### src/rtl/multicycle_control_if.sv
// Control/datapath bundle for the multi-cycle MIPS controller.
// master = controller side, slave = datapath side.
interface multicycle_control_if #(
  parameter int unsigned CNT_W = 16
);
  logic [31:0]      Instr;
  logic             Zero;
  logic             Mem_Ack;
  logic             IR_LdEn;
  logic             PC_sel;
  logic             PC_LdEn;
  logic             RF_B_sel;
  logic [1:0]       Imm_mode;
  logic             ALU_Bin_sel;
  logic [3:0]       ALU_func;
  logic             Mem_Req;
  logic             Mem_WrEn;
  logic             RF_WrEn;
  logic             RF_WrData_sel;
  logic             Err;
  logic [CNT_W-1:0] Retired;

  modport master (
    input  Instr, Zero, Mem_Ack,
    output IR_LdEn, PC_sel, PC_LdEn, RF_B_sel, Imm_mode, ALU_Bin_sel,
           ALU_func, Mem_Req, Mem_WrEn, RF_WrEn, RF_WrData_sel, Err, Retired
  );

  modport slave (
    output Instr, Zero, Mem_Ack,
    input  IR_LdEn, PC_sel, PC_LdEn, RF_B_sel, Imm_mode, ALU_Bin_sel,
           ALU_func, Mem_Req, Mem_WrEn, RF_WrEn, RF_WrData_sel, Err, Retired
  );
endinterface

### src/rtl/multicycle_control.sv
// Multi-cycle MIPS control FSM: fetch, decode, ALU, memory and write-back
// sequencing with a timed-out memory handshake and a retired-instruction count.
// Control strobes are decoded from the state register (PC_sel/PC_LdEn also
// look at Zero/Mem_Ack) and are forced low while Reset is asserted.
module multicycle_control #(
  parameter int unsigned MEM_TIMEOUT = 15,
  parameter int unsigned CNT_W       = 16
) (
  input  logic                Clk,
  input  logic                Reset,
  multicycle_control_if.master bus
);

  localparam int unsigned TMO_W = 8;
  localparam int unsigned OP_W  = 6;
  localparam int unsigned FN_W  = 4;

  localparam logic [OP_W-1:0] OP_RTYPE = 6'b100000;
  localparam logic [OP_W-1:0] OP_ADDI  = 6'b110000;
  localparam logic [OP_W-1:0] OP_ANDI  = 6'b110010;
  localparam logic [OP_W-1:0] OP_ORI   = 6'b110011;
  localparam logic [OP_W-1:0] OP_LW    = 6'b001111;
  localparam logic [OP_W-1:0] OP_SW    = 6'b011111;
  localparam logic [OP_W-1:0] OP_BEQ   = 6'b000000;
  localparam logic [OP_W-1:0] OP_BNE   = 6'b000001;
  localparam logic [OP_W-1:0] OP_B     = 6'b111111;

  localparam logic [3:0] ALU_ADD = 4'b0000;
  localparam logic [3:0] ALU_SUB = 4'b0001;
  localparam logic [3:0] ALU_AND = 4'b0010;
  localparam logic [3:0] ALU_OR  = 4'b0011;

  localparam logic [1:0] IMM_SEXT    = 2'b00;
  localparam logic [1:0] IMM_ZEXT    = 2'b01;
  localparam logic [1:0] IMM_SEXT_S2 = 2'b10;

  typedef enum logic [2:0] {
    S_FETCH,
    S_DECODE,
    S_ALU,
    S_MEM,
    S_WB,
    S_BRANCH,
    S_HALT
  } state_t;

  state_t           state_q, next_state;
  logic [OP_W-1:0]  op_q;
  logic [FN_W-1:0]  fn_q;
  logic [TMO_W-1:0] tmo_q, tmo_d, tmo_inc;
  logic             err_q, err_set;
  logic [CNT_W-1:0] retired_q;

  logic is_r, is_addi, is_andi, is_ori, is_lw, is_sw, is_beq, is_bne, is_b;
  logic is_branch, is_legal, is_imm_alu;
  logic [3:0] alu_op;
  logic [1:0] imm_op;

  logic       ir_ld_c, pc_sel_c, pc_ld_c, rf_b_sel_c, alu_bin_c;
  logic       mem_req_c, mem_wr_c, rf_we_c, rf_wd_sel_c;
  logic [1:0] imm_mode_c;
  logic [3:0] alu_func_c;

  // Instruction bits the controller never looks at.
  logic unused_instr_bits;
  assign unused_instr_bits = ^{bus.Instr[25:4]};

  // Opcode classification from the latched instruction fields.
  always_comb begin
    is_r       = (op_q == OP_RTYPE);
    is_addi    = (op_q == OP_ADDI);
    is_andi    = (op_q == OP_ANDI);
    is_ori     = (op_q == OP_ORI);
    is_lw      = (op_q == OP_LW);
    is_sw      = (op_q == OP_SW);
    is_beq     = (op_q == OP_BEQ);
    is_bne     = (op_q == OP_BNE);
    is_b       = (op_q == OP_B);
    is_branch  = is_beq | is_bne | is_b;
    is_imm_alu = is_addi | is_andi | is_ori | is_lw | is_sw;
    is_legal   = is_r | is_imm_alu | is_branch;
    if (is_r)                 alu_op = fn_q;
    else if (is_andi)         alu_op = ALU_AND;
    else if (is_ori)          alu_op = ALU_OR;
    else                      alu_op = ALU_ADD;
    if (is_andi | is_ori)     imm_op = IMM_ZEXT;
    else if (is_branch)       imm_op = IMM_SEXT_S2;
    else                      imm_op = IMM_SEXT;
  end

  assign tmo_inc = tmo_q + TMO_W'(1);

  // State register.
  always_ff @(posedge Clk or negedge Reset) begin
    if (!Reset) state_q <= S_FETCH;
    else        state_q <= next_state;
  end

  // Next-state and control decode.
  always_comb begin
    next_state  = state_q;
    tmo_d       = '0;
    err_set     = 1'b0;
    ir_ld_c     = 1'b0;
    pc_sel_c    = 1'b0;
    pc_ld_c     = 1'b0;
    rf_b_sel_c  = 1'b0;
    imm_mode_c  = IMM_SEXT;
    alu_bin_c   = 1'b0;
    alu_func_c  = ALU_ADD;
    mem_req_c   = 1'b0;
    mem_wr_c    = 1'b0;
    rf_we_c     = 1'b0;
    rf_wd_sel_c = 1'b0;
    unique case (state_q)
      S_FETCH: begin
        ir_ld_c    = 1'b1;
        next_state = S_DECODE;
      end
      S_DECODE: begin
        rf_b_sel_c = is_sw | is_beq | is_bne;
        imm_mode_c = imm_op;
        if (!is_legal) begin
          next_state = S_HALT;
          err_set    = 1'b1;
        end else if (is_branch) begin
          next_state = S_BRANCH;
        end else begin
          next_state = S_ALU;
        end
      end
      S_ALU: begin
        rf_b_sel_c = is_sw;
        imm_mode_c = imm_op;
        alu_bin_c  = is_imm_alu;
        alu_func_c = alu_op;
        next_state = (is_lw | is_sw) ? S_MEM : S_WB;
      end
      S_MEM: begin
        rf_b_sel_c = is_sw;
        imm_mode_c = imm_op;
        alu_bin_c  = is_imm_alu;
        alu_func_c = alu_op;
        mem_req_c  = 1'b1;
        mem_wr_c   = is_sw;
        if (bus.Mem_Ack) begin
          if (is_lw) begin
            next_state = S_WB;
          end else begin
            pc_ld_c    = 1'b1;
            next_state = S_FETCH;
          end
        end else if (tmo_inc == TMO_W'(MEM_TIMEOUT)) begin
          next_state = S_HALT;
          err_set    = 1'b1;
        end else begin
          tmo_d = tmo_inc;
        end
      end
      S_WB: begin
        rf_we_c     = 1'b1;
        rf_wd_sel_c = is_lw;
        pc_ld_c     = 1'b1;
        next_state  = S_FETCH;
      end
      S_BRANCH: begin
        alu_func_c = ALU_SUB;
        imm_mode_c = IMM_SEXT_S2;
        pc_ld_c    = 1'b1;
        pc_sel_c   = is_b | (is_beq & bus.Zero) | (is_bne & ~bus.Zero);
        next_state = S_FETCH;
      end
      S_HALT: begin
        next_state = S_HALT;
      end
      default: begin
        next_state = S_HALT;
      end
    endcase
  end

  // Instruction-register fields captured at the end of fetch.
  always_ff @(posedge Clk or negedge Reset) begin
    if (!Reset) begin
      op_q <= '0;
      fn_q <= '0;
    end else if (ir_ld_c) begin
      op_q <= bus.Instr[31:26];
      fn_q <= bus.Instr[3:0];
    end
  end

  // Memory wait counter, sticky error and retired-instruction count.
  always_ff @(posedge Clk or negedge Reset) begin
    if (!Reset) begin
      tmo_q     <= '0;
      err_q     <= 1'b0;
      retired_q <= '0;
    end else begin
      tmo_q <= tmo_d;
      err_q <= err_q | err_set;
      if (pc_ld_c) retired_q <= retired_q + CNT_W'(1);
    end
  end

  assign bus.IR_LdEn       = Reset & ir_ld_c;
  assign bus.PC_sel        = Reset & pc_sel_c;
  assign bus.PC_LdEn       = Reset & pc_ld_c;
  assign bus.RF_B_sel      = Reset & rf_b_sel_c;
  assign bus.Imm_mode      = Reset ? imm_mode_c : 2'b00;
  assign bus.ALU_Bin_sel   = Reset & alu_bin_c;
  assign bus.ALU_func      = Reset ? alu_func_c : 4'b0000;
  assign bus.Mem_Req       = Reset & mem_req_c;
  assign bus.Mem_WrEn      = Reset & mem_wr_c;
  assign bus.RF_WrEn       = Reset & rf_we_c;
  assign bus.RF_WrData_sel = Reset & rf_wd_sel_c;
  assign bus.Err           = err_q;
  assign bus.Retired       = retired_q;

endmodule

### src/flat_wrapper.sv
// flat-port wrapper written by rule: the top's interface ports become plain ports
module multicycle_control_flat 
#(
  parameter int unsigned MEM_TIMEOUT = 15,
  parameter int unsigned CNT_W       = 16
)
  (Clk, Reset, bus_Instr, bus_Zero, bus_Mem_Ack, bus_IR_LdEn, bus_PC_sel, bus_PC_LdEn, bus_RF_B_sel, bus_Imm_mode, bus_ALU_Bin_sel, bus_ALU_func, bus_Mem_Req, bus_Mem_WrEn, bus_RF_WrEn, bus_RF_WrData_sel, bus_Err, bus_Retired);
  multicycle_control_if #(.CNT_W(CNT_W)) bus_i ();
  input  logic Clk;
  input  logic Reset;
  input wire logic [$bits(bus_i.Instr)-1:0] bus_Instr;
  input wire logic [$bits(bus_i.Zero)-1:0] bus_Zero;
  input wire logic [$bits(bus_i.Mem_Ack)-1:0] bus_Mem_Ack;
  output wire logic [$bits(bus_i.IR_LdEn)-1:0] bus_IR_LdEn;
  output wire logic [$bits(bus_i.PC_sel)-1:0] bus_PC_sel;
  output wire logic [$bits(bus_i.PC_LdEn)-1:0] bus_PC_LdEn;
  output wire logic [$bits(bus_i.RF_B_sel)-1:0] bus_RF_B_sel;
  output wire logic [$bits(bus_i.Imm_mode)-1:0] bus_Imm_mode;
  output wire logic [$bits(bus_i.ALU_Bin_sel)-1:0] bus_ALU_Bin_sel;
  output wire logic [$bits(bus_i.ALU_func)-1:0] bus_ALU_func;
  output wire logic [$bits(bus_i.Mem_Req)-1:0] bus_Mem_Req;
  output wire logic [$bits(bus_i.Mem_WrEn)-1:0] bus_Mem_WrEn;
  output wire logic [$bits(bus_i.RF_WrEn)-1:0] bus_RF_WrEn;
  output wire logic [$bits(bus_i.RF_WrData_sel)-1:0] bus_RF_WrData_sel;
  output wire logic [$bits(bus_i.Err)-1:0] bus_Err;
  output wire logic [$bits(bus_i.Retired)-1:0] bus_Retired;
  assign bus_i.Instr = bus_Instr;
  assign bus_i.Zero = bus_Zero;
  assign bus_i.Mem_Ack = bus_Mem_Ack;
  assign bus_IR_LdEn = bus_i.IR_LdEn;
  assign bus_PC_sel = bus_i.PC_sel;
  assign bus_PC_LdEn = bus_i.PC_LdEn;
  assign bus_RF_B_sel = bus_i.RF_B_sel;
  assign bus_Imm_mode = bus_i.Imm_mode;
  assign bus_ALU_Bin_sel = bus_i.ALU_Bin_sel;
  assign bus_ALU_func = bus_i.ALU_func;
  assign bus_Mem_Req = bus_i.Mem_Req;
  assign bus_Mem_WrEn = bus_i.Mem_WrEn;
  assign bus_RF_WrEn = bus_i.RF_WrEn;
  assign bus_RF_WrData_sel = bus_i.RF_WrData_sel;
  assign bus_Err = bus_i.Err;
  assign bus_Retired = bus_i.Retired;
  multicycle_control #(.MEM_TIMEOUT(MEM_TIMEOUT), .CNT_W(CNT_W)) u_core (.Clk(Clk), .Reset(Reset), .bus(bus_i));
endmodule
### config.mk
export PLATFORM = sky130hd
export DESIGN_NAME = multicycle_control_flat
export DESIGN_NICKNAME = d
export VERILOG_FILES = /design/src/rtl/multicycle_control_if.sv /design/src/rtl/multicycle_control.sv /design/src/flat_wrapper.sv
export SDC_FILE = /design/constraint.sdc
export NUM_CORES = 1
export LEC_CHECK = 0
export BUFFER_PORTS_ARGS = -buffer_cell sky130_fd_sc_hd__buf_2
export CORE_ASPECT_RATIO = 1.2
export CORE_MARGIN = 2
export CORE_UTILIZATION = 44
export DETAILED_ROUTE_END_ITERATION = 8
export PLACE_DENSITY = 0.82
export SLEW_MARGIN = 20
export SYNTH_ARGS = -nofsm -noshare
export SYNTH_HDL_FRONTEND = slang
export SYNTH_SLANG_ARGS = --single-unit
### constraint.sdc
create_clock -name Clk -period 3.8 [get_ports Clk]
set_input_delay 0.57 -clock Clk [delete_from_list [all_inputs] [get_ports Clk]]
set_output_delay 0.57 -clock Clk [all_outputs]
set_load 0.01 [all_outputs]
==> metrics.yaml <==
place:
  portBuffers: 45
  finalWeightedCongestion: 0.849
  dp_hpwl_um: 3230
drt:
  dr_total_vias: 1677
  vias_per_cell: 5.46
  drc: 0
  ant_nets: 0
  wl_per_cell_um: 13.9
  first_pass_iters: 4
  finalWirelength_um: 4280
  drtIter0Drc: 96
worst_setup_path:
  worst-path-buf-inv: 1
  critPathMaxStageDelay_ns: 0.46
  worst-path-stages: 5
  r2r_cells: 6
  crit_path_start_kind: "flop"
  crit_slowest_cell: "dfrtp_1"
  crit_chain: "nor4_2 > nor3b_2 > nand2_1 > a21oi_1 > buf_2"
  cp_max_fo: 5
  worst_setup_path_end_kind: "output pin"
  critPathKind: "flop to output pin"
  cp_top_family: "simple AND/OR/NAND/NOR gates"
  crit_arrival_ns: 1.92
  worstPathRequired_ns: 3.23
timing:
  min_period_over_period: 0.655
  max-slew-margin-rel: 0.672
  fin_setup_tns_ns: 0
  worst_pin_slew_ns: 0.492
  hold_viol: 0
  finalSetupViolCount: 0
  max_freq_mhz: 402
  rsz0062_at_grt: "false"
  drv_slew: 0
  fin_skew_ns: 0.00874
  finalCriticalPeriod_ns: 2.49
clock_tree:
  cts_htree_levels: 2
  cts_sinks: 38
  insertion_delay_ns: 0.29
  cts_hold_buffers: 0
  cts_buffers: 5
  cts_resized: 0
  path_clk_slew_ns: 0.07
  post_cts_buffers: 0
  cts_tree: "done"
  cts_root_buf: "clkbuf_8"
  cts.path.max_buffers: 2
synthesis:
  async_flop_share: 1.00
  netlist.area_leader.share: 0.461
  synth_edf_count: 0
  synth_top_family_by_area: "simple AND/OR/NAND/NOR gates"
  yosysWarnings: 0
  synthFlopType: "dfrtp_1"
  yosysUniqueCellTypes: 48
  netlist_top_cells_area: "dfrtp_1, xnor2_1, mux2_2, nand2_1, nand3_1"
  synth-compound-area-share: 0.141
  synthSimpleGateAreaFrac: 0.229
  synth-seq-area-share: 0.461
  syn-num-nets: 238
  syn_avg_cell_area_um2: 10.4
  synthMuxAreaShare: 0.0491
  synth-seq-cells: 38
  syn_inst: 199
  syn_area_um2: 2060
  yosys.area.top_type: "dfrtp_1"
  synth_fa_ha_area_frac: 0.0182
  synth-xor-area-share: 0.0764
global_routing:
  grt_pass1_wl_um: 7200
  grt_max_degree: 36
  overflow: 0
  grt_pass1_vias: 1626
  grt_usage: 0.177
  antenna_found_initial: 0
die:
  start_util: 0.453
  die_x_um: 66.5
  dieHeight_um: 79.0
  rows: 27
  die_area_um2: 5260
  pin_count: 68
  coreArea_um2: 4560
cells_and_area:
  diodes: 0
  fin_util: 0.547
  fin_nets: 287
  drive_above_1_share: 0.309
  syn2layout_area_growth_pct: 20.7
hold_path:
  hp-class: "primary input to asynchronous set/reset pin"
pwr:
  cellPowerDensity_nw_per_um2: 647
  p_leak_nw: 1.11
  ir_drop_mv: 0.416
run_status:
  status: "complete, no violations"
job:
  cap_violations: 0
path summary, 6_finish.rpt:
kind                                               startpoint                                 end  slack (ns)
max                                u_core.op_q[1]$_DFFE_PN0N_                     bus_ALU_func[1]        1.31
min                                                     Reset          u_core.fn_q[3]$_DFFE_PN0N_        0.12
max reg2reg                         u_core.tmo_q[0]$_DFF_PN0_       u_core.state_q[0]$_DFFE_PN0P_        1.85
min reg2reg                u_core.bus.Retired[15]$_DFFE_PN0P_  u_core.bus.Retired[15]$_DFFE_PN0P_        0.47
max in group asynchronous                               Reset   u_core.bus.Retired[2]$_DFFE_PN0P_        3.01
min in group Clk           u_core.bus.Retired[15]$_DFFE_PN0P_  u_core.bus.Retired[15]$_DFFE_PN0P_        0.47
synthesized netlist by cell type, drive strengths merged (3+ instances only):
library cell and count:
o21ai 11, ha 3, and3 6, inv 8, or3 3, nand2 16
nor3 9, nand2b 4, a21oi 10, xnor2 15, nor2 10, dfrtp 38
and2 6, mux2 9, and3b 3, xor2 3, clkbuf 3, nand4 4
nand3 12
state kept, by name (all words and copies together), names as in the netlist:
register / count
u_core.bus.Err: 1
u_core.bus.Retired: 16
u_core.fn_q: 4
u_core.op_q: 6
u_core.state_q: 3
u_core.tmo_q: 8
final cells by class:
| class | count | area, µm² |
|---|---|---|
| fill | 429 | 2070 |
| multi-input combinational | 148 | 1060 |
| sequential | 38 | 951 |
| timing repair buffer | 47 | 240 |
| tap | 58 | 72.6 |
| clock buffer | 5 | 68.8 |
| clock inverter | 3 | 68.8 |
| inverter | 8 | 30.0 |
stage by stage:
stage | cells | instance area [µm²] | setup WS [ns] | power, mW | hold WS, ns
6_report | 307 | 2490 | 1.31 | 1.61 | 0.123
5_1_grt | 307 | 2490 | 1.13 | 1.71 | 0.122
4_1_cts | 307 | 2490 | 1.30 | 1.62 | 0.116
3_5_place_dp | 299 | 2350 | 1.62 | 1.21 | 0.432
3_3_place_gp | 299 | 2350 | 1.65 | 1.18 | 0.431
2_1_floorplan | 199 | 2060 | 1.88 | 1.05 | 0.274
power by group:
part	total, mW	switching (mW)	internal, mW
clock network	0.411	0.148	0.263
registers	0.688	0.177	0.512
logic	0.513	0.265	0.248
cells by family after synthesis:
| kind of cell | Yosys count |
|---|---|
| AOI/OAI and AO/OA | 37 |
| xor gates and xnor gates | 18 |
| and+or+nand+nor | 81 |
| muxes | 9 |
| buffers and inverters | 13 |
| DFF | 38 |
| adders and majority gates | 3 |
metal layers:
layer,global-route usage,up-vias,wire length (µm)
li1,-,814,-
met1,0.213,816,1780
met2,0.311,41,2250
met3,0.0326,6,181
met4,0.0673,0,72
met5,0,-,0
cell usage in the layout, fill, tap and decap left out, types with 3 or more instances in the layout:
master,synthesis,final
dfrtp_1,38,38
inv_1,8,8
xor2_1,3,3
and3_1,6,6
a21oi_1,9,9
nor2_1,10,10
and2_1,6,6
nand2_1,15,15
clkbuf_8,0,5
nand3_1,11,11
mux2_2,9,9
nor3_1,9,9
ha_1,3,3
or3_1,3,3
nand2b_1,4,4
nand4_1,3,3
buf_2,2,45
o21ai_0,11,11
xnor2_1,15,15
Power figures use the tool's default switching activity.
